===== config.mk =====
export PLATFORM = sky130hd
export DESIGN_NAME = seg_scan_ctrl
export DESIGN_NICKNAME = d
export VERILOG_FILES = /design/src/rtl/seg_scan_pkg.sv /design/src/rtl/hex7seg_decode.sv /design/src/rtl/seg_scan_ctrl.sv
export SDC_FILE = /design/constraint.sdc
export NUM_CORES = 1
export LEC_CHECK = 0
export CAP_MARGIN = 20
export CORE_UTILIZATION = 59
export CTS_BUF_LIST = sky130_fd_sc_hd__clkbuf_2 sky130_fd_sc_hd__clkbuf_4 sky130_fd_sc_hd__clkbuf_8
export DETAILED_ROUTE_END_ITERATION = 16
export GPL_ROUTABILITY_DRIVEN = 0
export PLACE_DENSITY = 0.88
export SLEW_MARGIN = 5
export SYNTH_ARGS = -nofsm -noshare
export SYNTH_HDL_FRONTEND = slang
export SYNTH_SLANG_ARGS = --single-unit

===== constraint.sdc =====
create_clock -name clk -period 6.25 [get_ports clk]
set_input_delay 0.625 -clock clk [delete_from_list [all_inputs] [get_ports clk]]
set_output_delay 0.625 -clock clk [all_outputs]
set_load 0.005 [all_outputs]

===== src/rtl/seg_scan_pkg.sv =====
// seg_scan_pkg
// Shared constants for the seven-segment scan controller:
//   - FONT_AL     : 16-entry hex font, active-low, bit order {dp,g,f,e,d,c,b,a}
//   - SEG_OFF_AL  : all-segments-off pattern in active-low form
//   - ST_OFF/ST_SCAN : scan FSM state encoding
package seg_scan_pkg;

  localparam logic [7:0] SEG_OFF_AL = 8'hFF;

  // Entry [n] is the glyph for nibble n; dp (bit 7) is off in every glyph.
  localparam logic [15:0][7:0] FONT_AL = {
    8'h8e, 8'h86, 8'ha1, 8'hc6, 8'h83, 8'h88, 8'h90, 8'h80,
    8'hf8, 8'h82, 8'h92, 8'h99, 8'hb0, 8'ha4, 8'hf9, 8'hc0
  };

  localparam logic [0:0] ST_OFF  = 1'b0;
  localparam logic [0:0] ST_SCAN = 1'b1;

endpackage


===== src/rtl/hex7seg_decode.sv =====
// hex7seg_decode
// Combinational hex-to-seven-segment decoder producing an active-low pattern.
// Polarity conversion for the board is done by the caller.
// Ports:
//   i_nibble  in  4  hex value to display
//   i_dp      in  1  light the decimal point
//   i_blank   in  1  force every segment (including dp) off
//   o_seg_al  out 8  active-low pattern {dp,g,f,e,d,c,b,a}
module hex7seg_decode
  import seg_scan_pkg::*;
(
  input  logic [3:0] i_nibble,
  input  logic       i_dp,
  input  logic       i_blank,
  output logic [7:0] o_seg_al
);

  always_comb begin
    o_seg_al = FONT_AL[i_nibble];
    if (i_dp)    o_seg_al[7] = 1'b0;
    if (i_blank) o_seg_al    = SEG_OFF_AL;
  end

endmodule


===== src/rtl/seg_scan_ctrl.sv =====
// seg_scan_ctrl
// Multiplexed seven-segment scan controller running on clk. Each digit owns a
// slot of SCAN_DIV cycles; the first GUARD cycles of a slot drive every digit
// off to suppress ghosting. Display data is captured into shadow registers once
// per frame (and on enable) so mid-frame input changes never tear the display.
// Optional build macro: SEG_SCAN_LZB_EN enables leading-zero blanking.
// Ports:
//   clk         in   1            system clock
//   rst         in   1            asynchronous reset, active low
//   en          in   1            display enable, 0 = all digits off
//   data_in     in   4*N_DIGITS   hex nibbles, [3:0] = digit 0 (rightmost)
//   dp_in       in   N_DIGITS     per-digit decimal point
//   blank_in    in   N_DIGITS     per-digit forced blank
//   sm_seg      out  8            segment lines {dp,g,f,e,d,c,b,a}
//   sm_bit      out  N_DIGITS     one-hot digit select
//   frame_done  out  1            one-cycle pulse when a snapshot is taken
module seg_scan_ctrl
  import seg_scan_pkg::*;
#(
  parameter int N_DIGITS       = 8,
  parameter int SCAN_DIV       = 210000,
  parameter int GUARD          = 1024,
  parameter bit SEG_ACTIVE_LOW = 1'b1,
  parameter bit DIG_ACTIVE_LOW = 1'b1
) (
  input  logic                    clk,
  input  logic                    rst,
  input  logic                    en,
  input  logic [4*N_DIGITS-1:0]   data_in,
  input  logic [N_DIGITS-1:0]     dp_in,
  input  logic [N_DIGITS-1:0]     blank_in,
  output logic [7:0]              sm_seg,
  output logic [N_DIGITS-1:0]     sm_bit,
  output logic                    frame_done
);

  localparam int CNT_W = $clog2(SCAN_DIV);
  localparam int IDX_W = $clog2(N_DIGITS);
  localparam logic [CNT_W-1:0]    CNT_LAST = CNT_W'(SCAN_DIV - 1);
  localparam logic [IDX_W-1:0]    IDX_LAST = IDX_W'(N_DIGITS - 1);
  // XOR masks converting internal active-low/active-high forms to pin polarity.
  localparam logic [7:0]          SEG_INV  = {8{~SEG_ACTIVE_LOW}};
  localparam logic [N_DIGITS-1:0] DIG_INV  = {N_DIGITS{DIG_ACTIVE_LOW}};

  generate
    if (N_DIGITS < 2 || N_DIGITS > 16 || SCAN_DIV < 2 || GUARD < 0 || GUARD >= SCAN_DIV) begin : g_bad_params
      $error("seg_scan_ctrl: illegal parameter combination");
    end
  endgenerate

  logic [0:0]          r_state;
  logic [CNT_W-1:0]    r_cnt;
  logic [IDX_W-1:0]    r_idx;
  logic [4*N_DIGITS-1:0] r_sh_data;
  logic [N_DIGITS-1:0] r_sh_dp;
  logic [N_DIGITS-1:0] r_sh_blank;
  logic [7:0]          r_sm_seg;
  logic [N_DIGITS-1:0] r_sm_bit;
  logic                r_frame_done;

  logic                w_slot_end;
  logic                w_start;
  logic                w_frame_end;
  logic                w_snap;
  logic                w_in_guard;
  logic                w_show;
  logic [N_DIGITS-1:0] w_lzb;
  logic [3:0]          w_nib;
  logic [7:0]          w_seg_al;
  logic [N_DIGITS-1:0] w_onehot;

  assign w_slot_end  = (r_cnt == CNT_LAST);
  assign w_start     = (r_state == ST_OFF) && en;
  // en low in the last cycle of a frame suppresses the snapshot.
  assign w_frame_end = (r_state == ST_SCAN) && en && w_slot_end && (r_idx == IDX_LAST);
  assign w_snap      = w_start || w_frame_end;

  generate
    if (GUARD == 0) begin : g_no_guard
      assign w_in_guard = 1'b0;
    end else begin : g_guard
      assign w_in_guard = (r_cnt < CNT_W'(GUARD));
    end
  endgenerate

`ifdef SEG_SCAN_LZB_EN
  // The blank mask is derived from the values being captured, so it is exactly
  // the mask of the shadow contents for the whole frame.
  logic w_lead;
  always_comb begin
    w_lzb  = '0;
    w_lead = 1'b1;
    for (int i = N_DIGITS - 1; i >= 1; i--) begin
      if (data_in[4*i +: 4] != 4'h0 || dp_in[i]) w_lead = 1'b0;
      w_lzb[i] = w_lead;
    end
  end
`else
  assign w_lzb = '0;
`endif

  always_ff @(posedge clk or negedge rst) begin
    if (!rst) begin
      r_state <= ST_OFF;
      r_cnt   <= '0;
      r_idx   <= '0;
    end else if (r_state == ST_OFF) begin
      r_cnt <= '0;
      r_idx <= '0;
      if (en) r_state <= ST_SCAN;
    end else if (!en) begin
      r_state <= ST_OFF;
      r_cnt   <= '0;
      r_idx   <= '0;
    end else if (w_slot_end) begin
      r_cnt <= '0;
      r_idx <= (r_idx == IDX_LAST) ? '0 : r_idx + IDX_W'(1);
    end else begin
      r_cnt <= r_cnt + CNT_W'(1);
    end
  end

  always_ff @(posedge clk or negedge rst) begin
    if (!rst) begin
      r_sh_data    <= '0;
      r_sh_dp      <= '0;
      r_sh_blank   <= '0;
      r_frame_done <= 1'b0;
    end else begin
      r_frame_done <= w_snap;
      if (w_snap) begin
        r_sh_data  <= data_in;
        r_sh_dp    <= dp_in;
        r_sh_blank <= blank_in | w_lzb;
      end
    end
  end

  assign w_nib    = r_sh_data[{r_idx, 2'b00} +: 4];
  assign w_onehot = N_DIGITS'(1) << r_idx;

  hex7seg_decode u_decode (
    .i_nibble (w_nib),
    .i_dp     (r_sh_dp[r_idx]),
    .i_blank  (r_sh_blank[r_idx]),
    .o_seg_al (w_seg_al)
  );

  // en is included so that dropping enable blanks the pins on the very next edge.
  assign w_show = (r_state == ST_SCAN) && en && !w_in_guard;

  always_ff @(posedge clk or negedge rst) begin
    if (!rst) begin
      r_sm_seg <= SEG_OFF_AL ^ SEG_INV;
      r_sm_bit <= DIG_INV;
    end else if (w_show) begin
      r_sm_seg <= w_seg_al ^ SEG_INV;
      r_sm_bit <= w_onehot ^ DIG_INV;
    end else begin
      r_sm_seg <= SEG_OFF_AL ^ SEG_INV;
      r_sm_bit <= DIG_INV;
    end
  end

  assign sm_seg     = r_sm_seg;
  assign sm_bit     = r_sm_bit;
  assign frame_done = r_frame_done;

endmodule


==> summary.txt, run 1 <==
Global routing
  – Remaining global-route overflow: 0
  – Initial antenna violation count: 0
  – Tot GR Track Use: 24.36%
  – First-pass GRT wire length: 13570 um
  – Largest net degree at the start of global routing: 88
  – Vias in the first global route: 2835

Worst setup path
  – R2R Setup Slk: 3.51 ns
  – Worst reg2reg path endpoint: r_sh_data[5]
  – Worst setup path class: reg2reg
  – WP data required: 6.50 ns
  – Worst Path Max Fanout: 36
  – Reg-to-reg startpoint: r_idx[1]
  – Crit. End Element: flop
  – Worst R2R Path Depth: 7
  – Arrival time at the worst endpoint: 2.98 ns
  – Startpoint types: flop

STA
  – Worst Tran Pin Value: 0.7108 ns
  – Period utilization: approximately 44%
  – Final hold violation count: 0
  – Setup violations, final: 0
  – Final worst setup slack: between 3 and 4 ns
  – Final Max Slew Viols: 0
  – Final Skew: ~0.018 ns
  – Worst slew margin: 52.62%
  – Tmin final: 2.739 ns
  – RSZ-0062 raised after global routing: false
  – WHS: 0.1889 ns
  – Max Clk Rate: 365.2 MHz
  – Post-route setup TNS: 0 ns

CTS
  – Post-CTS Setup Bufs: 0
  – Post-cts sizing count: 0
  – CTS tree: built
  – CTS Buffer Depth: 2
  – Clock root cell: clkbuf_8
  – Hold buffer count at CTS: 0
  – TritonCTS buffer count: 9
  – Clk_lat worst skew: 0.36 ns
  – Clk slew on worst S/H paths: 0.10 ns
  – H-tree Lvls: 3
  – Clock sink count: 87

Detailed routing
  – Routed length per instance: approximately 17 um
  – Routed vias/inst: 5.570
  – Detailed-route via count: approximately 2700
  – DR DRC count: 0
  – ANT nets after route: 0
  – Met1 Wirelength: 3746 um
  – Highest metal used: met4
  – 1st-iter DRT viols: between 100 and 150
  – Total Routed Length: between 8000 and 9000 um
  – Metal2 WL: 4127 um
  – Metal3 WL: 274 um
  – Drt first pass iters: 6

Synth
  – Syn_nets: 384
  – Mean Syn Cell Area: between 10 and 15 um2
  – Synth Register Bits: just under 90
  – Synth cell types: 45
  – Post-Syn Area: 0.004135 mm2
  – Post-synthesis sequential area ratio: a little over half
  – Mapped Cells: 320
  – Ys Warns: 0

Placement
  – Inst Count DP: 470
  – IO Port Bufs: 67
  – Dpl ws: 3.149 ns
  – DP Wirelength: 5528 um

Floorplanning
  – Ports: 68
  – Area of the die: 0.007348 mm2
  – Starting Density: 60.87%
  – Core area: between 0.006 and 0.007 mm2
  – Die height: 85.72 um
  – Placement row count: 30
  – Die X: 85.72 um

Finish
  – # fillers: 425
  – Area grow syn2layout: 23.48%
  – Most frequent cells in the layout: 71 x dfrtp_1, 66 x clkdlybuf4s50_1, 41 x mux2_2, 30 x nor2_1, 22 x nand2_1
  – # nets final: 451
  – Reg area: 0.002197 mm2
  – Area of the multi-input gates: 0.001804 mm2
  – Most common cell after layout, fill and taps aside: dfrtp_1
  – ANT cells: 0
  – Non-Filler Instances: 488
  – Share of cells above drive strength 1: 26.79%

Hold path
  – HP Class: in2async

Pwr
  – Lkg Pwr: 0.002079 uW
  – PwrDens: 244.3 mW/mm2
  – Worst IR Drop VDD: 0.0001534 V

Run
  – Total of max-cap violations: 0

Status
  – Status: complete, no violations
## kinds of logic (layout without fill, tap and decap cells)
logic type      count (synthesis)  after routing  synth area share [%]
compound gates                 17             17                 3.298
mux                            70             70                 22.69
simple gates                   91             91                 10.26
xor+xnor                       16             16                 3.389
buf+inv                        26             98                 3.298
fa+ha+maj                      13             13                 3.934
flops                          87             87                 53.13
## critical path: stages (launching register included)
cell and delay [ns]:
dfrtp_1 0.81, ha_1 0.31, ha_1 0.20, inv_1 0.06, o41ai_2 0.36, nand2_2 0.28, buf_12 0.28, mux2_4 0.31
## report_power, final
group | internal (uW) | switching, uW
sequential | 610 | 27.2
combinational | 105 | 75.6
clock | 228 | 201
## sequential cells by signal, summed over array words and instances, names as in the netlist
register / flops
r_sh_data: 32
sm_bit: 8
r_sh_dp: 8
r_cnt: 18
r_idx: 3
r_sh_blank: 8
sm_seg: 8
r_state: 1
frame_done: 1
## cell type report
| type | instances | share of cell area, % |
|---|---|---|
| clock buffers | 10 | 2.573 |
| flip-flops and latches | 87 | 43.03 |
| well taps | 96 | 2.352 |
| multi-input cells | 207 | 35.33 |
| clock inverters | 6 | 1.666 |
| inverters | 12 | 0.8821 |
| repair buffers | 70 | 14.16 |
## per-layer routing
metal,GRT usage [%],vias to the layer above
li1,-,1248
met1,32.43,1355
met2,39.85,98
met3,3.946,17
met4,10.91,0
met5,0,-
## metrics by stage
step | total power [uW] | util, % | area [um2]
finish | 1247 | 75.16 | 5106
global route | 1296 | 75.16 | 5106
CTS | 1242 | 74.46 | 5059
detailed placement | 818.8 | 71.27 | 4842
global placement | 806.5 | 71.27 | 4842
floorplan | 748.2 | - | 4135
## how the worst max path moves through the flow
stage / startpoint / endpoint / slack [ns] / cells past startpoint
2_1_floorplan: r_idx[0] / sm_seg[3] / 3.92 / 10
3_3_place_gp: r_idx[1] / r_sh_data[6] / 3.27 / 6
3_5_place_dp: r_idx[1] / r_sh_data[6] / 3.15 / 6
4_1_cts: r_idx[1] / r_sh_blank[0] / 3.11 / 6
5_1_grt: r_idx[1] / r_sh_data[4] / 3.38 / 7
6_report: r_idx[1] / r_sh_data[5] / 3.51 / 7
## Yosys cell counts, drive strengths merged
| library cell | instances | area (um2) |
|---|---|---|
| dfrtp | 71 | 1777 |
| nand3 | 8 | 40.04 |
| mux2 | 50 | 596.8 |
| o41ai | 1 | 16.27 |
| mux2i | 10 | 116.4 |
| xor2 | 2 | 17.52 |
| or2 | 2 | 12.52 |
| o22ai | 1 | 6.260 |
| ha | 13 | 162.7 |
| a31oi | 1 | 6.260 |
| nor2 | 30 | 112.6 |
| nor3 | 10 | 55.05 |
| and2 | 3 | 18.77 |
| mux4 | 10 | 225.2 |
| nand2b | 1 | 6.260 |
| nor4b | 1 | 8.760 |
| and4 | 1 | 8.760 |
| inv | 12 | 45.05 |
| or3 | 1 | 6.260 |
| buf | 13 | 87.58 |
| a211oi | 2 | 15.01 |
| o311ai | 1 | 8.760 |
| xnor2 | 14 | 122.6 |
| clkbuf | 1 | 3.750 |
| dfstp | 16 | 420.4 |
| a22o | 1 | 8.760 |
| nor2b | 2 | 12.51 |
| o211ai | 1 | 7.510 |
| o31a | 1 | 8.760 |
| o221ai | 3 | 26.28 |
| nand4 | 5 | 31.28 |
| o21ai | 3 | 15.01 |
| o31ai | 1 | 12.51 |
| and3 | 4 | 25.02 |
| nand2 | 23 | 86.33 |
| a21oi | 1 | 5.000 |
No activity file was read; power rests on OpenSTA's default activity.
==> run 2, diff against run 1 <==
Settings changed: CORE_UTILIZATION 59 to 55, PLACE_DENSITY 0.88 to 0.83.
Clock period 6.25 ns to 2.7 ns, I/O delays scaled along.
==> run 2 against run 1 <==
  * Clock power up 110%
  * Via count down 2.9%
  * Sequential power up 130%
  * Non-clock buffer count up 5
  * Critical path depth unchanged
  * Utilization down 4.7 points
  * Final area about the same
  * Sequential share of layout area about the same
  * Clock skew down 0.0039 ns
  * Cell count up 1.6%
  * Highest routed layer unchanged
==> summary.txt, run 2 (synthesis results as in run 1) <==
Finish
  – Top flop regs: r_sh_data x32, r_cnt x18
  – Share of cells above drive strength 1: 27.46% (+0.67 points)
  – Largest reg by FF count: r_sh_data
  – # nets final: 456 (+1.1%)
  – Largest register FFs: 32 (unchanged)
  – ANT cells: 0 (unchanged)
  – Most frequent cells in the layout: 71 x dfrtp_1, 66 x clkdlybuf4s50_1, 41 x mux2_2, 30 x nor2_1, 22 x nand2_1
  – Most common cell after layout, fill and taps aside: dfrtp_1
  – Area grow syn2layout: 23.57% (about the same)

Pwr
  – Switching Fraction: 24.63% (+0.25 points)
  – Int Pwr: 2080 uW (+120%)
  – Clock power frac: 32.3% (-2.1 points)
  – Worst IR Drop VDD: 0.0002824 V (+84%)
  – Lkg Pwr: 0.002083 uW (+0.22%)
  – PwrDens: 540.2 mW/mm2 (+120%)
  – Sw power: 679.8 uW (+120%)
  – Power share of the combinational group: 14.4% (about the same)
  – Flop pwr share: 53.3% (+2.2 points)

STA
  – Worst slew margin: 56.48% (+3.9 points)
  – Worst Tran Pin Value: 0.6527 ns (-0.05803 ns)
  – Max Clk Rate: 403.8 MHz (+11%)
  – Final hold violation count: 0 (unchanged)
  – Post-route setup TNS: 0 ns (unchanged)
  – RSZ-0062 raised after global routing: false
  – Final Max Slew Viols: 0 (unchanged)
  – Setup violations, final: 0 (unchanged)
  – Final Skew: 0.01407 ns (-0.003879 ns)
  – Period utilization: 91.73% (+48 points)
  – Tmin final: 2.477 ns (-0.2619 ns)
  – WHS: 0.4419 ns (+0.2529 ns)

Detailed routing
  – Detailed-route via count: 2640 (-2.9%)
  – Total Routed Length: 7537 um (-9.5%)
  – Drt first pass iters: 4 (-2)
  – 1st-iter DRT viols: 70 (-53%)
  – DR DRC count: 0 (unchanged)
  – ANT nets after route: 0 (unchanged)
  – Routed length per instance: 15.20 um (-11%)
  – Routed vias/inst: 5.323 (-4.4%)

Placement
  – IO Port Bufs: 67 (unchanged)
  – DP Wirelength: 5529 um (about the same)

Global routing
  – Initial antenna violation count: 0 (unchanged)
  – Remaining global-route overflow: 0 (unchanged)
  – Tot GR Track Use: 21.78% (-2.6 points)
  – First-pass GRT wire length: 12990 um (-4.3%)
  – Largest net degree at the start of global routing: 50 (-43%)
  – Vias in the first global route: 2699 (-4.8%)

Worst setup path
  – Worst path max stage delay: 0.66 ns (-0.15 ns)
  – CP cell instances: ha_1 -> ha_1 -> inv_1 -> o41ai_2 -> nand2_2 -> buf_4 -> mux2_4
  – Worst Path Max Fanout: 49 (+36%)
  – Crit path top cell by count: ha_1
  – Worst setup path class: reg2reg
  – Slowest CP cell: dfrtp_1
  – R2R Setup Slk: 0.22 ns (-3.29 ns)
  – Crit. Startpoint: r_idx[1]
  – Worst R2R Path Depth: 7 (unchanged)
  – Reg-to-reg startpoint: r_idx[1]
  – Startpoint types: flop
  – Worst path top cell family by delay: flip-flops
  – Worst reg2reg path endpoint: r_sh_data[5]
  – WP data required: 2.93 ns (-3.57 ns)
  – Arrival time at the worst endpoint: 2.71 ns (-0.27 ns)
  – Crit. End Element: flop
  – Cell count along the critical path: 7 (unchanged)
  – Worst Path Buf+Inv: 2 (unchanged)

CTS
  – Post-cts sizing count: 0 (unchanged)
  – Hold buffer count at CTS: 1 (+1)
  – Clock root cell: clkbuf_8
  – TritonCTS buffer count: 9 (unchanged)
  – Post-CTS Setup Bufs: 0 (unchanged)
  – Clock sink count: 87 (unchanged)
  – H-tree Lvls: 3 (unchanged)
  – Clk_lat worst skew: 0.35 ns (about the same)
  – CTS Buffer Depth: 2 (unchanged)
  – Clk slew on worst S/H paths: 0.09 ns (about the same)
  – CTS tree: built

Floorplanning
  – Ports: 68 (unchanged)
  – Starting Density: 57.01% (-3.9 points)
  – Die height: 88.71 um (+3.5%)
  – Core area: 0.007253 mm2 (+6.8%)
  – Die X: 88.71 um (+3.5%)
  – Placement row count: 31 (+3.3%)
  – Area of the die: 0.007869 mm2 (+7.1%)

Hold path
  – HP Class: in2async

Run
  – Total of max-cap violations: 0 (unchanged)

Status
  – Status: complete, no violations
-- run 2: changes by cell type in the layout (fill, tap and decap cells not counted) --
cell	previous run	this run
buf_4	2	7
buf_16	1	0
bufinv_16	2	1
clkbuf_4	1	0
clkinv_4	0	1
dlygate4sd3_1	0	1
inv_6	0	1
-- run 2: how the worst max path moves through the flow --
stage	end	slack, ns
final	r_sh_data[5]	0.22
after global routing	sm_seg[3]	0.02
after CTS	sm_seg[3]	0.23
after detailed placement	sm_seg[3]	0.23
after global placement	r_sh_data[1]	0.33
after floorplan	sm_seg[3]	0.37
-- run 2: power by group through the flow --
stage | clock network [uW] | registers, uW | logic, uW
global placement | 0 | 1490 | 383
global route | 974 | 1480 | 437
detailed placement | 0 | 1500 | 400
CTS | 917 | 1470 | 401
floorplan | 0 | 1470 | 261
finish | 891 | 1470 | 397
-- run 2: final cells by class --
cell class | instances | area, um2
Fill cell | 506 | 2143
Tap cell | 99 | 123.9
Clock inverter | 7 | 72.57
Clock buffer | 9 | 123.9
Multi-Input combinational cell | 207 | 1804
Inverter | 12 | 45.04
Timing Repair Buffer | 75 | 743.2
Sequential cell | 87 | 2197
-- run 2: per-layer routing --
metal	vias to the layer above	part of all wire, %	GRT usage, %
met4	0	2.1	8.944
li1	1262	-	-
met1	1296	46	31.19
met3	14	3.6	3.172
met2	68	48	33.57
met5	-	0	0
-- run 2: metrics by stage --
stage / cells / util (%) / total power, uW / setup WS, ns / instance area (um2)
floorplan: 320 / - / 1732 / 0.3710 / 4135
global placement: 479 / 67.60 / 1874 / 0.3252 / 4903
detailed placement: 479 / 67.60 / 1895 / 0.2344 / 4903
CTS: 496 / 70.45 / 2789 / 0.2299 / 5110
global route: 496 / 70.45 / 2895 / 0.01910 / 5110
finish: 496 / 70.45 / 2760 / 0.2233 / 5110
